[config.mk]
export PLATFORM = sky130hd
export DESIGN_NAME = baud_rate_controller
export DESIGN_NICKNAME = d
export VERILOG_FILES = /design/src/rtl/baud_rate_controller.sv
export SDC_FILE = /design/constraint.sdc
export NUM_CORES = 1
export LEC_CHECK = 0
export BUFFER_PORTS_ARGS = -buffer_cell sky130_fd_sc_hd__buf_2
export CAP_MARGIN = 20
export CORE_UTILIZATION = 52
export CTS_CLUSTER_DIAMETER = 80
export DETAILED_ROUTE_END_ITERATION = 12
export GPL_ROUTABILITY_DRIVEN = 0
export PLACE_DENSITY = 0.76
export REMOVE_ABC_BUFFERS = 1
export SLEW_MARGIN = 20
export SYNTH_ARGS = -nofsm -noshare
export SYNTH_HDL_FRONTEND = slang
export SYNTH_SLANG_ARGS = --single-unit
[constraint.sdc]
create_clock -name CLK -period 2.65 [get_ports CLK]
set_clock_uncertainty 0.1 [all_clocks]
set_input_delay 0.265 -clock CLK [delete_from_list [all_inputs] [get_ports CLK]]
set_output_delay 0.265 -clock CLK [all_outputs]
set_load 0.02 [all_outputs]
[src/rtl/baud_rate_controller.sv]
// UART baud-rate tick generator: a 16x oversample tick plus a bit-rate tick, with a
// run-time divisor that is only swapped in once the serial link is between frames.
module baud_rate_controller #(
    parameter logic [15:0] DEFAULT_DIV = 16'd625,
    parameter int          OVERSAMPLE  = 16
) (
    input  logic        CLK,
    input  logic        RST,
    input  logic        ENABLE,
    input  logic        LINK_BUSY,
    input  logic        CFG_WR,
    input  logic [15:0] CFG_DIV,
    output logic        CFG_BUSY,
    output logic        CFG_ACK,
    output logic        CFG_ERR,
    output logic [15:0] DIV_ACTIVE,
    output logic        TICK_16X,
    output logic        TICK_1X
);

    localparam int            OS_W    = (OVERSAMPLE > 2) ? $clog2(OVERSAMPLE) : 1;
    localparam logic [OS_W-1:0] OS_LAST = OS_W'(OVERSAMPLE - 1);

    typedef enum logic [1:0] {
        IDLE  = 2'd0,
        PEND  = 2'd1,
        APPLY = 2'd2
    } state_t;

    state_t            state;
    state_t            state_nxt;
    logic [15:0]       div_pend;
    logic [15:0]       div_cnt;
    logic [OS_W-1:0]   os_cnt;
    logic              div_ok;
    logic              accept;
    logic              reject;
    logic              apply;
    logic              div_wrap;
    logic              os_wrap;

    // A divisor of 0 or 1 cannot produce a distinct tick period.
    function automatic logic div_legal(input logic [15:0] d);
        return d >= 16'd2;
    endfunction

    assign div_ok   = div_legal(CFG_DIV);
    assign div_wrap = (div_cnt == (DIV_ACTIVE - 16'd1));
    assign os_wrap  = (os_cnt == OS_LAST);

    always_ff @(posedge CLK or negedge RST) begin
        if (!RST) begin
            state <= IDLE;
        end else begin
            state <= state_nxt;
        end
    end

    always_comb begin
        state_nxt = state;
        case (state)
            IDLE:    if (CFG_WR && div_ok) state_nxt = PEND;
            PEND:    if (!LINK_BUSY)       state_nxt = APPLY;
            APPLY:   state_nxt = IDLE;
            default: state_nxt = IDLE;
        endcase
    end

    always_comb begin
        CFG_BUSY = (state != IDLE);
        accept   = (state == IDLE) && CFG_WR && div_ok;
        reject   = CFG_WR && !accept;
        apply    = (state == APPLY);
    end

    always_ff @(posedge CLK or negedge RST) begin
        if (!RST) begin
            div_pend   <= DEFAULT_DIV;
            DIV_ACTIVE <= DEFAULT_DIV;
            CFG_ACK    <= 1'b0;
            CFG_ERR    <= 1'b0;
        end else begin
            CFG_ACK <= apply;
            CFG_ERR <= reject;
            if (accept) begin
                div_pend <= CFG_DIV;
            end
            if (apply) begin
                DIV_ACTIVE <= div_pend;
            end
        end
    end

    // Applying a new divisor restarts both counters and wins over a coincident wrap.
    always_ff @(posedge CLK or negedge RST) begin
        if (!RST) begin
            div_cnt  <= '0;
            os_cnt   <= '0;
            TICK_16X <= 1'b0;
            TICK_1X  <= 1'b0;
        end else if (apply || !ENABLE) begin
            div_cnt  <= '0;
            os_cnt   <= '0;
            TICK_16X <= 1'b0;
            TICK_1X  <= 1'b0;
        end else if (div_wrap) begin
            div_cnt  <= '0;
            TICK_16X <= 1'b1;
            if (os_wrap) begin
                os_cnt  <= '0;
                TICK_1X <= 1'b1;
            end else begin
                os_cnt  <= os_cnt + 1'b1;
                TICK_1X <= 1'b0;
            end
        end else begin
            div_cnt  <= div_cnt + 16'd1;
            TICK_16X <= 1'b0;
            TICK_1X  <= 1'b0;
        end
    end

endmodule

**Word-level counts from Yosys, hierarchy flattened**

Cells that the tools add are included.

- Bits in registers: 58
- Input bits: 21
- Output and inout bits: 21
- Word-level logic and storage cells: 43

- Add/subtract/negate cells: 3
- Magnitude comparators: 1
- Eq/ne operators: 6
- Muxes and demuxes: 13
- Reduce and logical (&&, ||, !) cells: 11

Operator list:

| cell | number |
|---|---|
| $mux W16 | 2 |
| $add A16 B1 Y16 const B | 1 |
| $eq A16 B16 Y1 | 1 |
| $ge A16 B2 Y1 const B | 1 |
| $sub A16 B1 Y16 const B | 1 |
| $mux W4 | 3 |
| $mux W1 | 5 |
| $add A4 B1 Y4 const B | 1 |
| $eq A4 B4 Y1 const B | 1 |
| $logic_and A1 B1 Y1 | 4 |
| $mux W2 | 2 |
| $ne A2 B2 Y1 const B | 2 |
| $pmux W2 S2 | 1 |
| $reduce_bool A2 Y1 | 2 |
| $eq A2 B1 Y1 const B | 1 |
| $eq A2 B2 Y1 const B | 1 |
| $logic_not A1 Y1 | 2 |
| $logic_not A2 Y1 | 1 |
| $reduce_and A2 Y1 | 1 |
| $logic_or A1 B1 Y1 | 1 |

**Longest topological paths before layout**

Gate-level depths: netlist of the first run.

- Depth in word-level cells: 5
- Depth in mapped cells: 11

**Worst setup path before layout of the first run**

No wires, ideal clock.

- Path kind: reg-to-reg
- Start: register DIV_ACTIVE[1]
- End: register div_cnt[1]
- Arrival: 2.643 ns
- Required time: 2.430 ns
- Slack: -0.213 ns
- Stages on the path, launching flop included: 12
- Path buffers: 2
- Clock period less this slack: 2.863 ns
- Path through: dfrtp_1 > inv_1 > ha_1 > buf_2 > or4b_4 > or4_1 > and3_1 > o21ai_2 > and3_1 > buf_6 > nand2_1 > and3_2

- Word-level cells in the longest chain between the ends: 4

RTL lines:

| item | line | source |
|---|---|---|
| start, declared | 16 | `output logic [15:0] DIV_ACTIVE,` |
| start signal, assigned | 89 | `DIV_ACTIVE <= div_pend;` |
| $sub A16 B1 Y16 | 48 | `assign div_wrap = (div_cnt == (DIV_ACTIVE - 16'd1));` |
| $eq A16 B16 Y1 | 48 |  |
| $mux W16 | 106 | `end else if (div_wrap) begin` |
| $mux W16 | 101 | `end else if (apply \|\| !ENABLE) begin` |
| end signal, assigned | 117 | `div_cnt <= div_cnt + 16'd1;` |
| end, declared | 33 | `logic [15:0] div_cnt;` |

Every way passes these cells.
A chain may end at the register's enable or synchronous reset.

**Worst setup path after layout of the first run**

- Start: register DIV_ACTIVE[1]
- End: register os_cnt[2]

- Word-level cells in the longest chain between the ends: 3

RTL lines:

| item | line | source |
|---|---|---|
| $sub A16 B1 Y16 | 48 |  |
| $eq A16 B16 Y1 | 48 |  |
| $reduce_bool A2 Y1 (no source line) | - |  |
| end signal, assigned | 113 | `os_cnt <= os_cnt + 1'b1;` |
| end, declared | 34 | `logic [OS_W-1:0] os_cnt;` |

Every way passes these cells.

==> flow_summary.json, run 1 <==
{
  "crit_top_cell": "and3_4",
  "dieHeight_um": 78.04,
  "fin_crit_ps": 2631,
  "setup-violations-final": 0,
  "cap_violations": 0,
  "worstMarginPinSlew_ps": 388.5,
  "drc": 0,
  "syn_area_per_cell_sq_um": 10.97,
  "num_vias": 2294,
  "yosys_warnings": 0,
  "slowest_stage": "or4_1",
  "die_w_um": 78.04,
  "outcome": "complete, no violations",
  "start_util_pct": 54.27,
  "dr.pass1.iters": 4,
  "viasPerCell": 5.541,
  "cellPowerDensity_nw_per_um2": 1008,
  "final_util_pct": 66.12,
  "dieArea_sq_um": 6090,
  "timing.hold.ws_ps": 64.90,
  "io_buffers": 41,
  "cp_cell_sequence": "inv_2 > ha_4 > or4b_4 > or4_1 > and3_4 > o21ai_4 > and3_4 > buf_6 > nand3_2 > mux2i_1",
  "critPathBufInv": 2,
  "layout-area-overhead-vs-synth_pct": 21.85,
  "cellLeakagePower_nw": 1.592,
  "synthFlopType": "dfrtp_1",
  "finalWirelength_mm": 6.580,
  "clock_latency_ps": 340,
  "cts.sinks": 58,
  "synth_seq_cells": 58,
  "irDropWorstVdd_uv": 742.8,
  "grt_use_met3_pct": 8.256,
  "layout.nets": 361,
  "drtIter0Drc": 95,
  "grt.overflow.total": 0,
  "grt_pass1_vias": 2305,
  "wl_per_cell_um": 15.89,
  "grt_use_met2_pct": 38.16,
  "cts_tree": "yes",
  "diodes": 0,
  "root_buffer": "clkbuf_8",
  "grt_pass1_wl_mm": 10.98,
  "ant_nets": 0,
  "crit_family": "simple AND/OR/NAND/NOR gates",
  "maxSlewViolCount": 0,
  "fill_cells": 428,
  "synth_edf_count": 0,
  "synthCells": 274,
  "cp.required_ps": 2780,
  "ys_seq_area_share_pct": 48.69,
  "clk_pin_slew_ps": 60,
  "io_pins": 42,
  "fmax_mhz": 380.1,
  "relSlewSlack_pct": 74.05,
  "grt_usage_pct": 24.08,
  "core_area_sq_um": 5540,
  "dp.final_hpwl_mm": 4.649,
  "use_met1_pct": 30.47,
  "grt_antenna_before_repair": 0,
  "crit_path_end_kind": "register",
  "power_mw": 3.693,
  "htreeDepth": 3,
  "syn_area_sq_um": 3007,
  "ys_types": 48,
  "worst_setup_path_start_kind": "register",
  "fin_crit_sh_pct": 99.28,
  "arrival_ps": 2760,
  "hold_path_class": "input pin to register",
  "rsz0062_at_grt": "yes",
  "drive_above_1_share_pct": 39.47,
  "busiest_layer": "met2",
  "grt_max_degree": 59,
  "crit_type": "register to register",
  "numCtsBuffers": 9,
  "rows": 27,
  "slowest_delay_ps": 480,
  "clock_path_buffers": 2,
  "finalHoldViolations": 0,
  "synthArstFlopShare_pct": 100.0,
  "cp_max_fo": 5
}
through the flow:
step                      TNS [ps]  setup WS [ps]  cells  area, sq um
after floorplan              -4700         -251.1    263         2939
after detailed placement    -132.6         -57.02    395         3390
after CTS                   -1.645         -1.645    413         3573
after global routing        -594.0         -57.90    414         3664
final                            0          19.08    414         3664
after global placement      -4.866         -4.866    395         3390
registers in the layout, summed over array words and instances (netlist names):
register	flops
CFG_ACK	1
CFG_ERR	1
DIV_ACTIVE	16
TICK_16X	1
TICK_1X	1
div_cnt	16
div_pend	16
os_cnt	4
state	2
per-layer routing:
| metal | up-vias | wire (um) |
|---|---|---|
| li1 | 1105 | - |
| met1 | 1122 | 2994 |
| met2 | 60 | 3254 |
| met3 | 7 | 257 |
| met4 | 0 | 74 |
| met5 | - | 0 |
report_power, final:
part           switching [mW]  total, mW  internal (mW)
Combinational           0.801       1.55          0.751
Clock                   0.337      0.669          0.333
Sequential              0.284       1.47           1.19
Total                    1.42       3.69           2.27
kinds of logic after synthesis:
kind of cell	synth area share [%]
compound gates	6.575
simple gates	18.56
fa+ha+maj	1.249
buf+inv	3.246
flops	48.69
mux	11.53
xor+xnor	10.15
cell type report:
type	instances	area (sq um)	area share, %
Clock buffer	12	135.1	3.689
Sequential cell	58	1464	39.96
Inverter	8	30.03	0.8197
Timing Repair Buffer	63	399.1	10.89
Tap cell	72	90.09	2.459
Multi-Input combinational cell	197	1525	41.63
Clock inverter	4	20.02	0.5464
repair_timing:
item,in CTS,in global routing
buffers inserted,0,1
endpoints found under the hold margin,49,0
endpoints found under the setup margin,6,21
hold buffers,2,0
resized for setup,2,22
pin swaps,2,4
cell usage in the layout, fill, tap and decap left out, drive strengths merged, types with 2 or more instances in the layout:
master | Yosys | final
mux2i | 2 | 2
clkbuf | 5 | 12
a31oi | 4 | 4
and2 | 2 | 2
ha | 3 | 3
dfstp | 10 | 10
nand4b | 2 | 2
clkinv | 0 | 4
nor2b | 3 | 3
nand4 | 6 | 6
buf | 6 | 61
xor2 | 11 | 11
nor3 | 9 | 9
and4 | 3 | 3
or3 | 2 | 2
xnor2 | 23 | 23
dfrtp | 48 | 48
o21ai | 11 | 11
nor4 | 6 | 6
mux2 | 29 | 29
and3 | 6 | 6
dlygate4sd3 | 0 | 2
nor2 | 23 | 23
nand3 | 14 | 14
inv | 8 | 8
nand2 | 14 | 14
a21oi | 7 | 7
o2111a | 2 | 2
final timing paths:
path,slack (ps),start,to,depth (start not counted)
worst max-delay path,20,DIV_ACTIVE[1],os_cnt[2],10
worst min-delay path,60,CFG_DIV[8],div_pend[8],2
worst max register to register,20,DIV_ACTIVE[1],os_cnt[2],10
worst min register to register,380,state[1],state[1],1
max in group asynchronous,1800,RST,div_pend[9],3
min in group asynchronous,360,RST,div_cnt[5],3
cell usage after synthesis, types with 2 or more instances:
cell	instances	area, sq um
nor4_1	5	31.28
and3_1	5	31.28
mux2_2	29	326.6
or3_1	2	12.51
xor2_1	11	96.34
dfstp_2	10	262.8
buf_6	3	33.78
dfrtp_1	48	1201
a31oi_1	4	25.02
nor2_1	23	86.33
o21ai_0	9	45.04
o21ai_2	2	17.52
nand3_1	13	65.06
clkbuf_1	5	18.77
nor3_1	9	45.04
mux2i_1	2	20.02
nand2_1	14	52.55
ha_1	3	37.54
nor2b_1	3	18.77
and4_1	3	26.28
inv_1	8	30.03
nand4b_1	2	17.52
o2111a_1	2	22.52
and2_1	2	12.51
a21oi_1	7	35.03
nand4_1	5	31.28
buf_2	3	15.01
xnor2_1	22	192.7
Note: power is estimated with default switching activity, not from simulation.
==> run 2: changes to the inputs <==
--- a/config.mk
+++ b/config.mk
@@ -11,7 +11,7 @@
 export CTS_CLUSTER_DIAMETER = 80
 export DETAILED_ROUTE_END_ITERATION = 12
 export GPL_ROUTABILITY_DRIVEN = 0
-export PLACE_DENSITY = 0.76
+export PLACE_DENSITY_LB_ADDON = 0.1
 export REMOVE_ABC_BUFFERS = 1
 export SLEW_MARGIN = 20
 export SYNTH_ARGS = -nofsm -noshare
==> run 2 against run 1 <==
Sequential power is essentially flat. Critical path depth unchanged. Worst hold slack got worse by 2.9 ps. Via count about the same. Combinational power grew 6%. Core utilization is 2.4 points higher. Clock-buffer cell count did not move. Die area unchanged. Register-to-register slack is essentially flat. Clock power grew 41%. Non-clock buffer count is 2 higher. Critical endpoint is now os_cnt[3].
==> flow_summary.json, run 2 (synthesized netlist as in run 1, its figures left out) <==
{
  "outcome": "complete, no violations",
  "cellLeakagePower_nw": 1.627,
  "fin_crit_ps": 2617,
  "io_buffers": 41,
  "wl_per_cell_um": 15.49,
  "cts_tree": "yes",
  "timing.rr.end": "os_cnt[3]",
  "numCtsBuffers": 9,
  "layout.nets": 363,
  "p_clk_share_pct": 23.2,
  "dieArea_sq_um": 6090,
  "seq_area_sq_um": 1464,
  "p_sw_mw": 1.467,
  "hold_path_class": "input pin to register",
  "rr_worst_depth": 10,
  "ant_nets": 0,
  "relSlewSlack_pct": 58.23,
  "crit_path_start": "DIV_ACTIVE[1]",
  "cp.required_ps": 2770,
  "grt_max_degree": 59,
  "rsz0062_at_grt": "yes",
  "fill_cells": 444,
  "dp.final_hpwl_mm": 4.567,
  "reg2reg_from": "DIV_ACTIVE[1]",
  "p_sw_share_pct": 36.25,
  "clock_latency_ps": 330,
  "grt_pass1_vias": 2246,
  "diodes": 0,
  "cp_cell_sequence": "inv_2 > ha_4 > or4b_4 > or4_4 > and3_4 > o21ai_4 > and3_4 > buf_6 > o2111a_1 > nor3_2",
  "finalWirelength_mm": 6.444,
  "root_buffer": "clkbuf_8",
  "layout.cells.non_filler": 416,
  "htreeDepth": 3,
  "grt_pass1_wl_mm": 10.56,
  "slowest_stage": "or4b_4",
  "worst_setup_path_start_kind": "register",
  "crit_type": "register to register",
  "cp_max_fo": 5,
  "setup-violations-final": 0,
  "drtIter0Drc": 86,
  "place_inst": 396,
  "final_cell_mix": "48 x dfrtp_1, 41 x buf_2, 29 x mux2_2",
  "intPower_mw": 2.580,
  "die_w_um": 78.04,
  "worstMarginPinSlew_ps": 623.8,
  "irDropWorstVdd_uv": 693.8,
  "io_pins": 42,
  "clk_pin_slew_ps": 70,
  "p_comb_share_pct": 40.7,
  "crit_path_end_kind": "register",
  "arrival_ps": 2740,
  "dr.pass1.iters": 4,
  "clock_path_buffers": 2,
  "maxSlewViolCount": 0,
  "grt_usage_pct": 22.80,
  "cellPowerDensity_nw_per_um2": 1066,
  "viasPerCell": 5.517,
  "reg2reg_slack_ps": 30,
  "start_util_pct": 54.27,
  "drive_above_1_share_pct": 40.70,
  "power_mw": 4.047,
  "multiInputGateArea_sq_um": 1545,
  "cap_violations": 0,
  "grt.overflow.total": 0,
  "dieHeight_um": 78.04,
  "drc": 0,
  "layout-area-overhead-vs-synth_pct": 26.30,
  "num_vias": 2295,
  "slowest_delay_ps": 460,
  "layout_commonest_cell": "dfrtp_1",
  "fmax_mhz": 382.1,
  "seqPwrFrac_pct": 36.1,
  "grt_antenna_before_repair": 0,
  "crit_top_cell": "and3_4",
  "core_area_sq_um": 5540,
  "fin_crit_sh_pct": 98.76,
  "cts.sinks": 58,
  "endpoint": "os_cnt[3]",
  "rows": 27,
  "top_regs": "DIV_ACTIVE x16, div_cnt x16, div_pend x16",
  "finalHoldViolations": 0
}
## run 2: cell types whose count changed in the layout (fill, tap and decap cells not counted), moves of 2 or more
cell / before / now
nor2_2: 5 / 0
nor2_1: 18 / 23
clkinvlp_4: 0 / 2
clkinv_2: 4 / 0
buf_6: 3 / 6
clkbuf_1: 3 / 1
clkbuf_8: 9 / 11
bufinv_16: 0 / 2
buf_4: 16 / 14
a31oi_1: 4 / 2
## run 2: worst min-delay path by stage
stage / startpoint / end / slack (ps) / depth (start not counted)
floorplan: RST / CFG_ACK / -130 / 0
global placement: RST / CFG_ACK / 190 / 2
detailed placement: RST / div_cnt[1] / 200 / 2
CTS: CFG_WR / CFG_ERR / 40 / 2
global route: CFG_DIV[12] / div_pend[12] / 60 / 2
finish: CFG_WR / CFG_ERR / 60 / 2
## run 2: cell type report
class,instances,share of cell area (%)
Clock inverter,4,1.977
Timing Repair Buffer,65,11.53
Tap cell,72,2.372
Inverter,8,0.7908
Clock buffer,12,4.086
Multi-Input combinational cell,197,40.69
Sequential cell,58,38.55
## run 2: timing repair
action	CTS	global route
pin swaps	1	10
setup buffers	0	1
cloned	0	1
endpoints found under the hold margin	49	0
hold buffers	2	0
resized for setup	3	24
endpoints found under the setup margin	3	20
## run 2: power by group through the flow
| stage | Sequential (mW) | Combinational [mW] | Clock, mW |
|---|---|---|---|
| CTS | 1.45 | 1.49 | 0.953 |
| global placement | 1.46 | 1.44 | 0 |
| global route | 1.50 | 1.78 | 0.986 |
| finish | 1.46 | 1.65 | 0.940 |
| floorplan | 1.58 | 0.777 | 0 |
| detailed placement | 1.47 | 1.47 | 0 |
## run 2: metal layers
metal / track usage [%] / wire (um)
met1: 29.15 / 3030
met2: 36.75 / 3072
met3: 3.953 / 194
met4: 12.59 / 146
met5: 0 / 0
## run 2: critical path: cells and delay by family, from the launching register on
family | cells | cell delay, ps
AND/OR/NAND/NOR | 5 | 1320
AO/OA/AOI/OAI | 2 | 360
adder cells (fa/ha/maj) | 1 | 140
flip-flops | 1 | 390
buffers and inverters | 2 | 190
## run 2: metrics by stage
step | hold slack (ps) | cell area [sq um] | setup slack, ps | utilization (%) | TNS [ps]
after global placement | 190.1 | 3412 | 45.31 | 61.59 | 0
after floorplan | -130.6 | 2939 | -251.1 | - | -4700
final | 61.98 | 3797 | 32.97 | 68.54 | 0
after global routing | 62.76 | 3797 | -81.39 | 68.54 | -1136
after detailed placement | 196.5 | 3412 | -18.44 | 61.59 | -21.48
after CTS | 44.14 | 3670 | 6.990 | 66.24 | 0
